--- config.mk ---
export PLATFORM = sky130hd
export DESIGN_NAME = spawn_gen
export DESIGN_NICKNAME = d
export VERILOG_FILES = /design/src/rtl/spawn_pkg.sv /design/src/rtl/spawn_lfsr.sv /design/src/rtl/spawn_gen.sv
export SDC_FILE = /design/constraint.sdc
export NUM_CORES = 1
export LEC_CHECK = 0
export CORE_UTILIZATION = 60
export CTS_CLUSTER_SIZE = 28
export DETAILED_ROUTE_END_ITERATION = 7
export PLACE_DENSITY = 0.8
export SLEW_MARGIN = 20
export SYNTH_ARGS = -nofsm -noshare
export SYNTH_HDL_FRONTEND = slang
export SYNTH_SLANG_ARGS = --single-unit
--- constraint.sdc ---
create_clock -name clk -period 4.68 [get_ports clk]
set_clock_uncertainty 0.05 [all_clocks]
set_input_delay 0.468 -clock clk [delete_from_list [all_inputs] [get_ports clk]]
set_output_delay 0.468 -clock clk [all_outputs]
set_load 0.05 [all_outputs]
--- src/rtl/spawn_pkg.sv ---
// spawn_pkg: shared types and constants for the character spawner.
// Holds the FSM states, ASCII bases, LFSR taps, retry limit and LFSR helpers.
package spawn_pkg;

    typedef enum logic [1:0] {
        ST_WAIT,
        ST_DRAW,
        ST_CHECK,
        ST_OFFER
    } state_t;

    localparam logic [7:0]  ASCII_ALPHA = 8'h41;
    localparam logic [7:0]  ASCII_DIGIT = 8'h30;
    localparam logic [15:0] LFSR_TAPS   = 16'hB400;
    localparam logic [1:0]  RETRY_LIMIT = 2'd3;

    // Right-shifting Galois step: feedback bit is the bit shifted out.
    function automatic logic [15:0] lfsr_advance(input logic [15:0] v);
        return v[0] ? ((v >> 1) ^ LFSR_TAPS) : (v >> 1);
    endfunction

    // An all-zero state would lock the LFSR, so it is replaced by 1.
    function automatic logic [15:0] seed_fix(input logic [15:0] s);
        return (s == 16'h0000) ? 16'h0001 : s;
    endfunction

endpackage

--- src/rtl/spawn_lfsr.sv ---
// spawn_lfsr: 16-bit Galois LFSR, advances one step when step=1.
// Ports: clk, rst (async high), step, seed (reset value), value (state).
module spawn_lfsr
    import spawn_pkg::*;
(
    input  logic        clk,
    input  logic        rst,
    input  logic        step,
    input  logic [15:0] seed,
    output logic [15:0] value
);

    always_ff @(posedge clk or posedge rst) begin
        if (rst) begin
            value <= seed_fix(seed);
        end else if (step) begin
            value <= lfsr_advance(value);
        end
    end

endmodule

--- src/rtl/spawn_gen.sv ---
// spawn_gen: periodic random spawner for falling characters (valid/ready out).
// Ports: clk, rst, en, out_ready in; out_valid/char/col/speed, spawn_count out.
// Macro SPAWN_DIGITS_EN widens the alphabet from A-Z to A-Z plus 0-9.
module spawn_gen
    import spawn_pkg::*;
#(
    parameter int          PERIOD_CYCLES = 25000000,
    parameter int          NUM_COLS      = 40,
    parameter int          COL_STEP      = 16,
    parameter logic [15:0] SEED          = 16'hACE1
) (
    input  logic       clk,
    input  logic       rst,
    input  logic       en,
    input  logic       out_ready,
    output logic       out_valid,
    output logic [7:0] out_char,
    output logic [9:0] out_col,
    output logic [2:0] out_speed,
    output logic [7:0] spawn_count
);

    localparam int CW = (PERIOD_CYCLES > 1) ? $clog2(PERIOD_CYCLES) : 1;
    localparam logic [CW-1:0] CNT_LAST = CW'(PERIOD_CYCLES - 1);

    state_t        state;
    logic [CW-1:0] cnt;
    logic [1:0]    retry;
    logic [5:0]    cand_slot;
    logic [5:0]    hist_slot [8];
    logic [7:0]    hist_vld;
    logic [2:0]    wr_ptr;

    logic [15:0]   lfsr_val;
    logic [15:0]   lfsr_nxt;
    logic [5:0]    slot_raw;
    logic [5:0]    slot_nx;
    logic [7:0]    char_nx;
    logic [2:0]    speed_nx;
    logic          hit;

    spawn_lfsr u_lfsr (
        .clk   (clk),
        .rst   (rst),
        .step  (state == ST_DRAW),
        .seed  (SEED),
        .value (lfsr_val)
    );

    // Candidate fields come from the value the LFSR takes at the end of DRAW.
    assign lfsr_nxt = lfsr_advance(lfsr_val);
    assign slot_raw = lfsr_nxt[5:0];
    assign slot_nx  = (slot_raw >= 6'(NUM_COLS)) ?
                      slot_raw - 6'(NUM_COLS) : slot_raw;
    assign speed_nx = {1'b0, lfsr_nxt[15:14]} + 3'd1;

`ifdef SPAWN_DIGITS_EN
    logic [5:0] idx6;
    logic [1:0] unused_bits;
    assign unused_bits = lfsr_nxt[7:6];

    always_comb begin
        idx6 = lfsr_nxt[13:8];
        if (idx6 >= 6'd36) idx6 = idx6 - 6'd36;
        if (idx6 >= 6'd36) idx6 = idx6 - 6'd36;
        if (idx6 < 6'd26) char_nx = ASCII_ALPHA + {2'b00, idx6};
        else              char_nx = ASCII_DIGIT + {2'b00, idx6 - 6'd26};
    end
`else
    logic [4:0] idx5;
    logic [2:0] unused_bits;
    assign unused_bits = {lfsr_nxt[13], lfsr_nxt[7:6]};

    always_comb begin
        idx5 = lfsr_nxt[12:8];
        if (idx5 >= 5'd26) idx5 = idx5 - 5'd26;
        char_nx = ASCII_ALPHA + {3'b000, idx5};
    end
`endif

    always_comb begin
        hit = 1'b0;
        for (int i = 0; i < 8; i++) begin
            if (hist_vld[i] && hist_slot[i] == cand_slot) hit = 1'b1;
        end
    end

    always_ff @(posedge clk or posedge rst) begin
        if (rst) begin
            state       <= ST_WAIT;
            cnt         <= '0;
            retry       <= '0;
            cand_slot   <= '0;
            hist_vld    <= '0;
            wr_ptr      <= '0;
            out_valid   <= 1'b0;
            out_char    <= '0;
            out_col     <= '0;
            out_speed   <= '0;
            spawn_count <= '0;
            for (int i = 0; i < 8; i++) hist_slot[i] <= '0;
        end else begin
            unique case (state)
                ST_WAIT: begin
                    if (en) begin
                        if (cnt == CNT_LAST) begin
                            cnt   <= '0;
                            state <= ST_DRAW;
                        end else begin
                            cnt <= cnt + 1'b1;
                        end
                    end
                end
                ST_DRAW: begin
                    cand_slot <= slot_nx;
                    out_char  <= char_nx;
                    out_col   <= 10'(int'(slot_nx) * COL_STEP);
                    out_speed <= speed_nx;
                    state     <= ST_CHECK;
                end
                ST_CHECK: begin
                    if (hit && retry < RETRY_LIMIT) begin
                        retry <= retry + 1'b1;
                        state <= ST_DRAW;
                    end else begin
                        out_valid <= 1'b1;
                        state     <= ST_OFFER;
                    end
                end
                ST_OFFER: begin
                    if (out_ready) begin
                        out_valid         <= 1'b0;
                        hist_slot[wr_ptr] <= cand_slot;
                        hist_vld[wr_ptr]  <= 1'b1;
                        wr_ptr            <= wr_ptr + 1'b1;
                        spawn_count       <= spawn_count + 1'b1;
                        retry             <= '0;
                        state             <= ST_WAIT;
                    end
                end
            endcase
        end
    end

endmodule

### Yosys cells after proc, flatten, opt, wreduce, memory -nomap -nowiden

Cells that the tools add are included.

* add/subtract/negate cells: 8
* $lt $le $gt $ge: 7
* equality and inequality tests: 17
* mux-type cells: 27
* bitwise gates (word level): 3
* reduce and logical (&&, ||, !) cells: 18

Operators with widths (count)
* 48-bit bitwise mux: 1
* 6-bit == test: 8
* 25-bit by 1-bit adder with 25-bit output (second input constant): 1
* 25-bit == test (second input constant): 1
* 25-bit 2-to-1 mux: 1
* 6-bit demux with 3-bit select: 1
* 16-bit 2-to-1 mux: 1
* 6-bit 2-to-1 mux: 2
* 1-bit logical AND: 11
* 1-bit 2-to-1 mux: 11
* 2-bit 2-to-1 mux: 5
* 2-bit != test (second input constant): 5
* 3-bit AND reduction: 3
* 7-bit by 5-bit adder with 8-bit output (first input constant): 1
* 8-bit by 1-bit adder with 8-bit output (second input constant): 1
* 3-bit inverter with 4-bit output: 2
* 8-bit bitwise OR: 1
* 2-bit case mux with 4 select lines: 1
* 6-bit >= comparator (second input constant): 1
* 6-bit subtractor (second input constant): 1
* 5-bit >= comparator (second input constant): 1
* 5-bit 2-to-1 mux: 1
* 5-bit subtractor (second input constant): 1
* 2-bit == test (second input constant): 2
* 15 further kinds: 16

* register bits after elaboration: 130
* input port bits: 4
* output and inout port bits: 30
* word-level logic and storage cells: 99

### Logic depth before layout (Yosys ltp)

* word-level depth: 13
* depth in mapped cells: 12
* depth with buffers taken out: 11

### Worst setup path before layout

OpenSTA, ideal clock, no wires.

* kind: register -> register
* start point: register u_lfsr.value[0]
* end point: register out_char[4]
* library setup time: 0.135 ns
* data arrival time: 2.286 ns
* required time: 4.495 ns
* path slack: 2.209 ns
* cell stages (with the launch flop): 13
* path buffers: 1
* period minus slack after synthesis: 2.471 ns
* cell sequence: dfstp_2 buf_2 xor2_1 inv_1 ha_1 nor3b_1 nor2_1 a21oi_1 ha_1 inv_1 nor3_1 xor2_1 o21ai_0

* word-level cells in the longest chain between the ends: 4
* elaborated cells between the ends (all ways): 5
* classes of those cells: 2 x add/sub; 1 x order compare; 2 x mux

RTL lines
* start: declaration: line spawn_lfsr.sv:10 `output logic [15:0] value`
* start signal: assignment: line spawn_lfsr.sv:15 `value <= seed_fix(seed);`
* start signal: assignment: line spawn_lfsr.sv:17 `value <= lfsr_advance(value);`
* 16-bit 2-to-1 mux *: line spawn_pkg.sv:19 `return v[0] ? ((v >> 1) ^ LFSR_TAPS) : (v >> 1);`
* 5-bit subtractor or 5-bit >= comparator (tied branches): line spawn_gen.sv:76 `if (idx5 >= 5'd26) idx5 = idx5 - 5'd26;`
* 5-bit 2-to-1 mux *: line spawn_gen.sv:76
* 7-bit by 5-bit adder with 8-bit output *: line spawn_gen.sv:77 `char_nx = ASCII_ALPHA + {3'b000, idx5};`
* end signal: assignment: line spawn_gen.sv:116 `out_char <= char_nx;`
* end: declaration: line spawn_gen.sv:17 `output logic [7:0] out_char,`

Mark *: on every way between the ends. The rest lies on a longest branch, timed or not.
A chain may end at the register's enable or synchronous reset.

==> run metrics <==
status complete, no violations; endpoints failing hold 0; Placer Congestion 0.871; top cells by count, synth dfrtp_1, nand2_1, mux2_2; DR vias 4000; CP arrival 2400 ps; post-cts resize count 0; Tcrit/Tclk final 62.4%; # clock sinks 127; top sig layer met4; worst path bufs/invs 1; Die W 103 µm; PnR Total Power 3.27 mW; WL final 11400 µm; synth top area cells dfrtp_1, mux2_2, xnor2_1; Crit Path Class reg -> out; Ports 34; CTS Hold Bufs 0; DIE AREA 0.0105 mm²; Register Area 0.00319 mm²; Final WS setup 1760 ps; Post-DRT Antenna Nets 0; initial core utilization 62.0%; Die H 103 µm; CP required 4160 ps; Synth top area share 49.1%; Clock Path Buffers 2; proportion of layout cells with a drive suffix above 1 18.2%; DR iter-0 viols 178; hold crit path type reg -> reg; CTS tree done; vias per std cell 5.59; Synth Instances 548; crit path cell chain clkdlybuf4s50_1; RR Startpoint u_lfsr.value[0]; Final Critical Period 2920 ps; Pwr per Cell Area 468 mW/mm²; Synth-to-Final Area Change 15.1%; top-count cell post-synth dfrtp_1; # setup viols final 0; Setup Buffers After CTS 0; num rows 36; DRC errors left 0; vias in the first global route 4067; met1 wire length 4860 µm; number of diodes 0; fill count 680; Port Buffers 28; Place WS 2040 ps; total of max-cap violations 0; Synth area leader dfrtp_1; Core Region 0.00977 mm²; grt total ovfl 0; DP HPWL 7190 µm; critical path's largest stage delay 960 ps; maximum clock frequency 343 MHz; crit path capture type output port; leakage power 3.35 nW; clock-pin transition on the worst setup and hold timing paths 60 ps; peak fanout along the critical path 19; Final #Nets 581; met3 WL post-DR 504 µm; Setup crit start cand_slot[1]; TritonCTS buffer count 17; async set-or-reset flop fraction in the synthesized netlist 100%; worst slew pin tran 891 ps; max-slew violations 0; Clock Tree Root clkbuf_8; worst vdd ir 0.388 mV; R2R Setup Slk 1940 ps; origin of the worst min-delay path u_lfsr.value[7]; cell family with most CP delay buffers and inverters; WL/cell 15.9 µm; first-pass GRT wire length 19100 µm; register bit total from synthesis 127; ys flop type dfrtp_1; Post-Syn Area per Cell 11.1 µm²; Setup TNS 0 ps; synthesized area 0.00606 mm²; Syn. warnings 0; Skew-Pair Late Insertion Delay 520 ps; CP max stage cell clkdlybuf4s50_1; EDFF count, synth 0; multi-input logic area 0.00263 mm²; 1st-pass router iterations 4; setup repair after global routing missed its margin no; initial antenna violation count 0; met2 routed WL 5830 µm; crit start category register; largest net degree at the start of global routing 74; H-tree Lvls 4; register area share after synthesis 52.6%; Yosys cell types 45; Relative slew margins 40.6%; gr usage total 24.2%
-- where the power goes --
| part | internal, mW | switching (mW) |
|---|---|---|
| clock network | 0.957 | 0.457 |
| registers | 1.20 | 0.116 |
| logic | 0.184 | 0.350 |
| total | 2.34 | 0.923 |
-- cell type report --
| cell class | instances | share of cell area [%] |
|---|---|---|
| Clock buffer | 21 | 6.58 |
| Multi-Input combinational cell | 380 | 37.7 |
| Clock inverter | 11 | 2.65 |
| Tap cell | 133 | 2.38 |
| Inverter | 13 | 0.735 |
| Sequential cell | 127 | 45.7 |
| Timing Repair Buffer | 30 | 4.23 |
-- stage by stage --
step	instance area [µm²]	util, %	hold slack [ps]	instances
after floorplan	6080	-	384	552
after global placement	6330	64.7	394	683
after detailed placement	6330	64.7	399	683
after CTS	6970	71.3	403	715
after global routing	6980	71.4	412	715
final	6980	71.4	399	715
-- cell families (layout without fill, tap and decap cells) --
family	after synthesis	in the layout	synth area share (%)
xor gates and xnor gates	86	86	12.4
and+or+nand+nor	190	190	15.7
other	1	5	0.0618
muxes	49	49	9.10
DFF	127	127	52.6
buffers and inverters	45	75	4.35
adders and majority gates	8	8	1.65
AOI/OAI and AO/OA	42	42	4.17
-- worst paths after layout --
check	cells after the start	end
worst min register to register	2	u_lfsr.value[6]
max in group asynchronous	3	cnt[20]
worst min-delay path	2	u_lfsr.value[6]
min in group asynchronous	2	hist_slot[34]
worst max register to register	11	out_char[4]
worst max-delay path	1	out_col[5]
-- per-layer routing --
metal	GRT usage [%]	up-vias
met5	0	-
met4	9.23	0
met3	6.85	23
met2	40.7	100
met1	29.8	1995
li1	-	1882
-- layout by cell type (no fill, tap or decap), drive strengths merged, types with 3 or more instances in the layout --
cell / instances
xnor2: 45
ha: 8
o21ai: 23
dfstp: 8
a21oi: 4
clkbuf: 21
bufinv: 5
xor2: 41
nand2b: 5
or4: 3
clkdlybuf4s50: 28
clkinv: 4
dfrtp: 119
nand2: 78
mux2: 49
inv: 13
nor2: 29
and4: 4
conb: 5
a21o: 3
nor3: 12
nand4: 18
nand3: 12
nor4: 9
or2: 6
and3: 7
-- state kept, by name, indices dropped and copies added, names as in the netlist --
name / flops
out_valid: 1
wr_ptr: 3
state: 2
hist_slot: 48
retry: 2
u_lfsr.value: 14
cnt: 25
hist_vld: 8
out_speed: 3
out_char: 7
spawn_count: 8
cand_slot: 6
No activity file was read; power rests on OpenSTA's default activity.
